==> src/rtl/countdown_timer_pkg.sv <==
// rtl/countdown_timer_pkg.sv - shared types for the countdown timer
package countdown_timer_pkg;

   // Controller states: idle (halted), counting, and paused with prescaler phase held
   typedef enum logic [1:0] {
      IDLE  = 2'd0,
      RUN   = 2'd1,
      PAUSE = 2'd2
   } timer_state_t;

   // Width of a counter that must hold 0..modulus-1, never narrower than one bit
   function automatic int phase_width(input int modulus);
      if (modulus > 1)
         return $clog2(modulus);
      else
         return 1;
   endfunction

endpackage

==> src/rtl/tick_prescaler.sv <==
// rtl/tick_prescaler.sv - divides the clock into one tick every PRESCALE enabled cycles
module tick_prescaler
   import countdown_timer_pkg::*;
#(
   parameter int PRESCALE = 4
) (
   input  logic clock,
   input  logic reset,
   input  logic enable,
   input  logic clear,
   output logic tick
);

   localparam int W = phase_width(PRESCALE);
   localparam logic [W-1:0] LAST = W'(PRESCALE - 1);

   logic [W-1:0] phase;

   // The tick is only meaningful while counting, so it is qualified by enable;
   // a disabled prescaler never ticks and keeps its phase for a later resume.
   assign tick = enable && (phase == LAST);

   // Phase counter: clear wins over enable, wraps explicitly at PRESCALE-1
   always_ff @(posedge clock) begin
      if (reset) begin
         phase <= '0;
      end else if (clear) begin
         phase <= '0;
      end else if (enable) begin
         if (phase == LAST)
            phase <= '0;
         else
            phase <= phase + W'(1);
      end
   end

endmodule

==> src/rtl/countdown_timer.sv <==
// rtl/countdown_timer.sv - loadable down-counter with pause, expiry pulse and auto-reload
module countdown_timer
   import countdown_timer_pkg::*;
#(
   parameter int N        = 8,
   parameter int PRESCALE = 4
) (
   input  logic         clock,
   input  logic         reset,
   input  logic         load,
   input  logic [N-1:0] load_value,
   input  logic         start,
   input  logic         stop,
   input  logic         auto_reload,
   output logic [N-1:0] count,
   output logic         running,
   output logic         done
);

   timer_state_t state;
   timer_state_t state_next;

   logic [N-1:0] reload_reg;
   logic [N-1:0] reload_next;
   logic [N-1:0] count_next;
   logic         done_next;

   logic presc_enable;
   logic presc_clear;
   logic tick;
   logic start_ok;
   logic expire;
   logic do_reload;

   // The prescaler only advances while running and not being stopped or
   // loaded this cycle, so a stop freezes the phase exactly where it was.
   tick_prescaler #(
      .PRESCALE(PRESCALE)
   ) u_prescaler (
      .clock  (clock),
      .reset  (reset),
      .enable (presc_enable),
      .clear  (presc_clear),
      .tick   (tick)
   );

   // Command qualification in priority order load > stop > start
   always_comb begin
      start_ok     = 1'b0;
      presc_enable = 1'b0;
      presc_clear  = 1'b0;
      expire       = 1'b0;
      do_reload    = 1'b0;

      // A fresh start from idle needs a non-zero count; resume from pause does not clear
      start_ok     = (state == IDLE) && start && !stop && !load && (count != '0);
      presc_enable = (state == RUN) && !stop && !load;
      presc_clear  = load || start_ok;
      expire       = tick && (count == N'(1));
      // auto_reload is only looked at here, at the expiry tick
      do_reload    = auto_reload && (reload_reg != '0);
   end

   // State register
   always_ff @(posedge clock) begin
      if (reset)
         state <= IDLE;
      else
         state <= state_next;
   end

   // Next-state logic
   always_comb begin
      state_next = state;
      if (load) begin
         state_next = IDLE;
      end else begin
         case (state)
            IDLE: begin
               if (start_ok)
                  state_next = RUN;
            end
            RUN: begin
               if (stop)
                  state_next = PAUSE;
               else if (expire && !do_reload)
                  state_next = IDLE;
            end
            PAUSE: begin
               if (!stop && start)
                  state_next = RUN;
            end
            default: state_next = IDLE;
         endcase
      end
   end

   // Output/datapath next values: count, reload register and expiry pulse
   always_comb begin
      count_next  = count;
      reload_next = reload_reg;
      done_next   = 1'b0;

      if (load) begin
         count_next  = load_value;
         reload_next = load_value;
      end else if (tick) begin
         if (count > N'(1)) begin
            count_next = count - N'(1);
         end else if (count == N'(1)) begin
            done_next  = 1'b1;
            count_next = do_reload ? reload_reg : '0;
         end
         // a tick at zero holds zero: the count never wraps
      end
   end

   // Registered outputs and reload register
   always_ff @(posedge clock) begin
      if (reset) begin
         count      <= '0;
         reload_reg <= '0;
         done       <= 1'b0;
         running    <= 1'b0;
      end else begin
         count      <= count_next;
         reload_reg <= reload_next;
         done       <= done_next;
         running    <= (state_next == RUN);
      end
   end

endmodule

==> config.mk <==
export PLATFORM = sky130hd
export DESIGN_NAME = countdown_timer
export DESIGN_NICKNAME = d
export VERILOG_FILES = /design/src/rtl/countdown_timer_pkg.sv /design/src/rtl/tick_prescaler.sv /design/src/rtl/countdown_timer.sv
export SDC_FILE = /design/constraint.sdc
export NUM_CORES = 1
export LEC_CHECK = 0
export ABC_AREA = 1
export BUFFER_PORTS_ARGS = -buffer_cell sky130_fd_sc_hd__clkbuf_2
export CAP_MARGIN = 20
export CORE_MARGIN = 2
export CORE_UTILIZATION = 55
export DETAILED_ROUTE_END_ITERATION = 8
export GPL_TIMING_DRIVEN = 1
export HOLD_SLACK_MARGIN = 0.08
export MAX_ROUTING_LAYER = met4
export PLACE_DENSITY = 0.79
export SKIP_CTS_REPAIR_TIMING = 1
export SYNTH_ARGS = -nofsm -noshare
export SYNTH_HDL_FRONTEND = slang
export SYNTH_HIERARCHICAL = 1
export SYNTH_SLANG_ARGS = --single-unit
export TNS_END_PERCENT = 100
==> constraint.sdc <==
create_clock -name clock -period 2 [get_ports clock]
set_input_delay 0 -clock clock [delete_from_list [all_inputs] [get_ports clock]]
set_output_delay 0 -clock clock [all_outputs]
set_load 0.01 [all_outputs]
; After elaboration in Yosys (flattened, before gate mapping)
; Cells that the tools add are included.
[classes]
add_sub_neg = 2
bitwise_logic = 1
shift = 0
multipliers = 0
n_reduce_logical = 23
muxes = 13
n_eq_ne = 5
order_cmp = 1
div = 0
[ops]
columns = op, count
row1 = $mux W8, 5
row2 = $reduce_bool A8 Y1, 2
row3 = $mux W2, 6
row4 = $logic_and A1 B1 Y1, 11
row5 = $eq A8 B1 Y1 const B, 1
row6 = $gt A8 B1 Y1 const B, 1
row7 = $sub A8 B1 Y8 const B, 1
row8 = $pmux W2 S3, 1
row9 = $eq A2 B1 Y1 const B, 2
row10 = $eq A2 B2 Y1 const B, 2
row11 = $reduce_or A4 Y1, 1
row12 = $logic_not A1 Y1, 3
row13 = $reduce_bool A3 Y1, 1
row14 = $add A2 B1 Y2 const B, 1
row15 = $logic_not A2 Y1, 1
row16 = $reduce_and A2 Y1, 1
row17 = $reduce_bool A2 Y1, 1
row18 = $reduce_or A2 Y1, 1
row19 = $logic_or A1 B1 Y1, 1
row20 = $mux W1, 1
row21 = $not A1 Y1, 1
[totals]
mem_bits_ro = 0
in_bits = 14
latchBits = 0
memories = 0
ramBits = 0
wordCells = 51
output_inout_bits = 10
register_bits = 22

; Depth between registers and ports, before layout
[logic_depth]
ltp_word = 11
mapped_depth = 11
depth_no_buf = 11

; Modules after synthesis
; The synthesis kept the hierarchy.
[by_module_without_submodules]
columns = module, seq_area_each_um2, cells_per_inst, area_each_um2, instances
row1 = countdown_timer, 400.4, 190, 1242.4, 1
row2 = tick_prescaler, 40.0, 16, 105.1, 1

; Worst setup path before layout
; No wires, ideal clock.
[synth_path]
path_type = register to register
start = register count[0]
end = register count[2]
arrival_ps = 1430
path_slack_ps = 461
stages_incl_launch_ff = 12
cell_sequence = dfxtp_1 -> inv_1 -> ha_1 -> nand2_2 -> nor2_2 -> nand3_4 -> nand3_1 -> inv_2 -> nand2_1 -> nand3_1 -> nand2_1 -> inv_1
[synth_between]
elab_chain_cells = 4
[synth_lines]
columns = element, line
row1 = "start, declared", countdown_timer.sv:15  ; output logic [N-1:0] count,
row2 = "start signal, assigned", countdown_timer.sv:126  ; count <= count_next;
row3 = $sub A8 B1 Y8 / $gt A8 B1 Y1 (equally long branches), "countdown_timer.sv:109, countdown_timer.sv:108"
row4 = $mux W8, countdown_timer.sv:108  ; if (count > N'(1)) begin
row5 = $mux W8, countdown_timer.sv:107  ; end else if (tick) begin
row6 = $mux W8, countdown_timer.sv:104  ; if (load) begin
; Parallel ways exist; a longest one is shown, timed or not. The select of a mux whose other input is x is not followed.
; A chain may end at the register's enable or synchronous reset.

; Worst setup path after layout
[layout_path]
start = register count[0]
end = register count[5]
; The elaborated chain is that of the path after synthesis.

==> flow_metrics.py <==
metrics = {
    "worst_setup_path": {
        "startpoint_type": "flip-flop",
        "crit_arrival_ps": 1940,
        "setup.worst_path.class": "reg2reg",
        "rrSetupSlack_ps": 290,
        "r2r_end": "count[5]",
        "rr_worst_depth": 9,
        "critPathRequiredTime_ps": 2230,
        "crit_start": "count[0]",
        "cp-end-kind": "flip-flop",
        "crit_path_end": "count[5]",
        "r2r_start": "count[0]",
        "path_max_fanout": 6,
    },
    "sta": {
        "final.period_utilization": 0.8555,
        "layout_min_cycle_time_ps": 1711,
        "hold_viol_final": 0,
        "max_freq_mhz": 584.4,
        "tightest_slew_ps": 568.4,
        "relSlewSlack": 0.6206,
        "setup_viol": 0,
        "fin_skew_ps": 7.997,
        "rsz0062_at_grt": "no",
        "setup_tns_ps": 0,
        "slew_viol_final": 0,
    },
    "cells_and_area": {
        "multi_input_area_um2": 780.7,
        "synthToLayoutAreaGrowth_pct": 25.16,
        "seqCellArea_um2": 440.4,
        "stdcell_area_um2": 1687,
        "fin_nets": 265,
        "antennaDiodeCount": 0,
        "num-fill-cells": 191,
        "drive_gt1_frac": 0.1911,
    },
    "clock_tree": {
        "clk_pin_slew_ps": 140,
        "cts_made_buffers": 3,
        "htreeDepth": 1,
        "cts_tree": "built",
        "cts-root-buf": "clkbuf_4",
        "clockBufferDepth": 2,
        "clock_latency_ps": 320,
        "cts_sinks": 22,
    },
    "global_routing": {
        "grt_usage": 0.2733,
        "grt_first_pass_wirelength_um": 5471,
        "antenna_found_initial": 0,
        "first_global_vias": 1235,
        "grt_start_max_net_pins": 17,
        "overflow": 0,
    },
    "floorplanning": {
        "die_area_um2": 2862,
        "ios": 24,
        "die_h_um": 53.50,
        "initial_core_util": 0.5977,
        "std_cell_rows": 17,
        "fp.dieW_um": 53.50,
        "core_area_um2": 2255,
    },
    "power_and_ir_drop": {
        "pwr-share-seq": 0.431,
        "p_clk_frac": 0.314,
        "ir_worst_vdd_mv": 0.8561,
        "p_sw_w": 0.0003499,
        "p_int_w": 0.0007737,
        "netSwitchingFraction": 0.3114,
        "pwr-share-comb": 0.255,
        "leakagePower_nw": 0.8247,
        "p_per_area_nw_per_um2": 666.2,
    },
    "drt": {
        "post_drt_wl_per_cell_um": 13.42,
        "dr_wl_met3_um": 173,
        "vias": 1463,
        "drtIter0Drc": 57,
        "drc": 0,
        "route.antenna.remaining_nets": 0,
        "routed_via_density": 5.339,
        "dr.max_layer_used": "met4",
        "drt_wl_total_um": 3678,
        "routedLengthMet1_um": 1656,
        "drt-pass1-iter-count": 4,
        "met2_length_um": 1746,
    },
    "synthesis": {
        "synth_largest_area_cell": "dfxtp_1",
        "syn-num-nets": 224,
        "synthDistinctLibCells": 27,
        "seq_area_frac_synth": 0.3268,
        "synth_top_area_share": 0.3268,
        "syn_inst": 206,
        "synthTopCellsByArea": "dfxtp_1, nand2_1, nor2_1",
        "syn-cell-area_um2": 1348,
        "synth_area_per_cell_um2": 6.541,
        "synth_seq_cells": 22,
        "yosys_warnings": 6,
    },
    "placed_design": {
        "place_area_um2": 1484,
        "hpwl_um": 2670,
        "finalWeightedCongestion": 0.8926,
        "io_buffers": 23,
    },
    "hold_path": {
        "hold_class": "in2reg",
    },
    "run": {
        "drv_cap": 0,
    },
    "status": {
        "status": "finished clean",
    },
}
final cells by class:
cell class / instances / share of cell area
flip-flops and latches: 22 / 0.2611
inverters: 27 / 0.06231
clock buffers: 3 / 0.01335
multi-input cells: 154 / 0.4629
clock inverters: 1 / 0.01780
well taps: 28 / 0.02077
repair buffers: 39 / 0.1617
cells by family after synthesis:
group,after synthesis,synth area share
flip-flops,22,0.3268
AO/OA/AOI/OAI,31,0.1356
AND/OR/NAND/NOR,119,0.4067
buffers and inverters,30,0.09377
adder cells (fa/ha/maj),4,0.03714
per-layer routing:
metal | vias up | GRT usage
met1 | 668 | 0.3414
met5 | - | -
met2 | 37 | 0.4630
met4 | 0 | 0.03846
li1 | 746 | -
met3 | 12 | 0.05650
synthesized netlist by cell type, drive strengths merged:
cell type / instances
nand2: 62
nor2: 32
inv: 26
dfxtp: 22
nand3: 19
a21oi: 12
o21ai: 10
a31oi: 4
ha: 4
nor3: 4
o22ai: 4
clkbuf: 2
nand3b: 2
buf: 1
clkinv: 1
o21bai: 1
power groups by stage:
| stage | registers, W | clock network (W) | logic [W] |
|---|---|---|---|
| floorplan | 0.000492 | 0 | 0.000187 |
| global placement | 0.000492 | 0 | 0.000253 |
| detailed placement | 0.000493 | 0 | 0.000259 |
| CTS | 0.000483 | 0.000351 | 0.000260 |
| global route | 0.000487 | 0.000371 | 0.000320 |
| finish | 0.000484 | 0.000353 | 0.000287 |
metrics by stage:
step	instances	total power (W)	worst slack, ps	util	hold slack (ps)
5_1_grt	274	0.001178	99.66	0.7481	108.0
6_report	274	0.001124	288.9	0.7481	69.38
4_1_cts	259	0.001095	285.7	0.6815	-75.99
3_3_place_gp	255	0.0007457	411.2	0.6582	266.7
3_5_place_dp	255	0.0007523	320.7	0.6582	272.2
2_1_floorplan	206	0.0006790	461.0	-	114.1
worst max-delay path, stage by stage (launching register included):
cell     delay [ps]
dfxtp_1         360
inv_1           140
ha_1            290
nand2_2         100
nor2_2          200
nand3_4         110
nand2_4         110
nand2_4          60
o21ai_0         190
a21oi_1          50
cells in the final DEF, fill, tap and decap left out, drive strengths merged, types with 4 or more instances in the layout:
cell type | netlist | final
nand3 | 19 | 19
a31oi | 4 | 4
o21ai | 10 | 10
nor3 | 4 | 4
clkbuf | 2 | 26
dlygate4sd3 | 0 | 15
dfxtp | 22 | 22
nor2 | 32 | 32
a21oi | 12 | 12
nand2 | 62 | 62
o22ai | 4 | 4
ha | 4 | 4
inv | 26 | 26
how the worst min path moves through the flow:
stage / startpoint / end / cells after the start
6_report: auto_reload / count[3] / 5
3_3_place_gp: load_value[7] / reload_reg[7] / 3
3_5_place_dp: load_value[7] / reload_reg[7] / 3
2_1_floorplan: reset / reload_reg[1] / 1
5_1_grt: auto_reload / count[3] / 5
4_1_cts: load_value[7] / reload_reg[7] / 3
No activity file was read; power rests on OpenSTA's default activity.
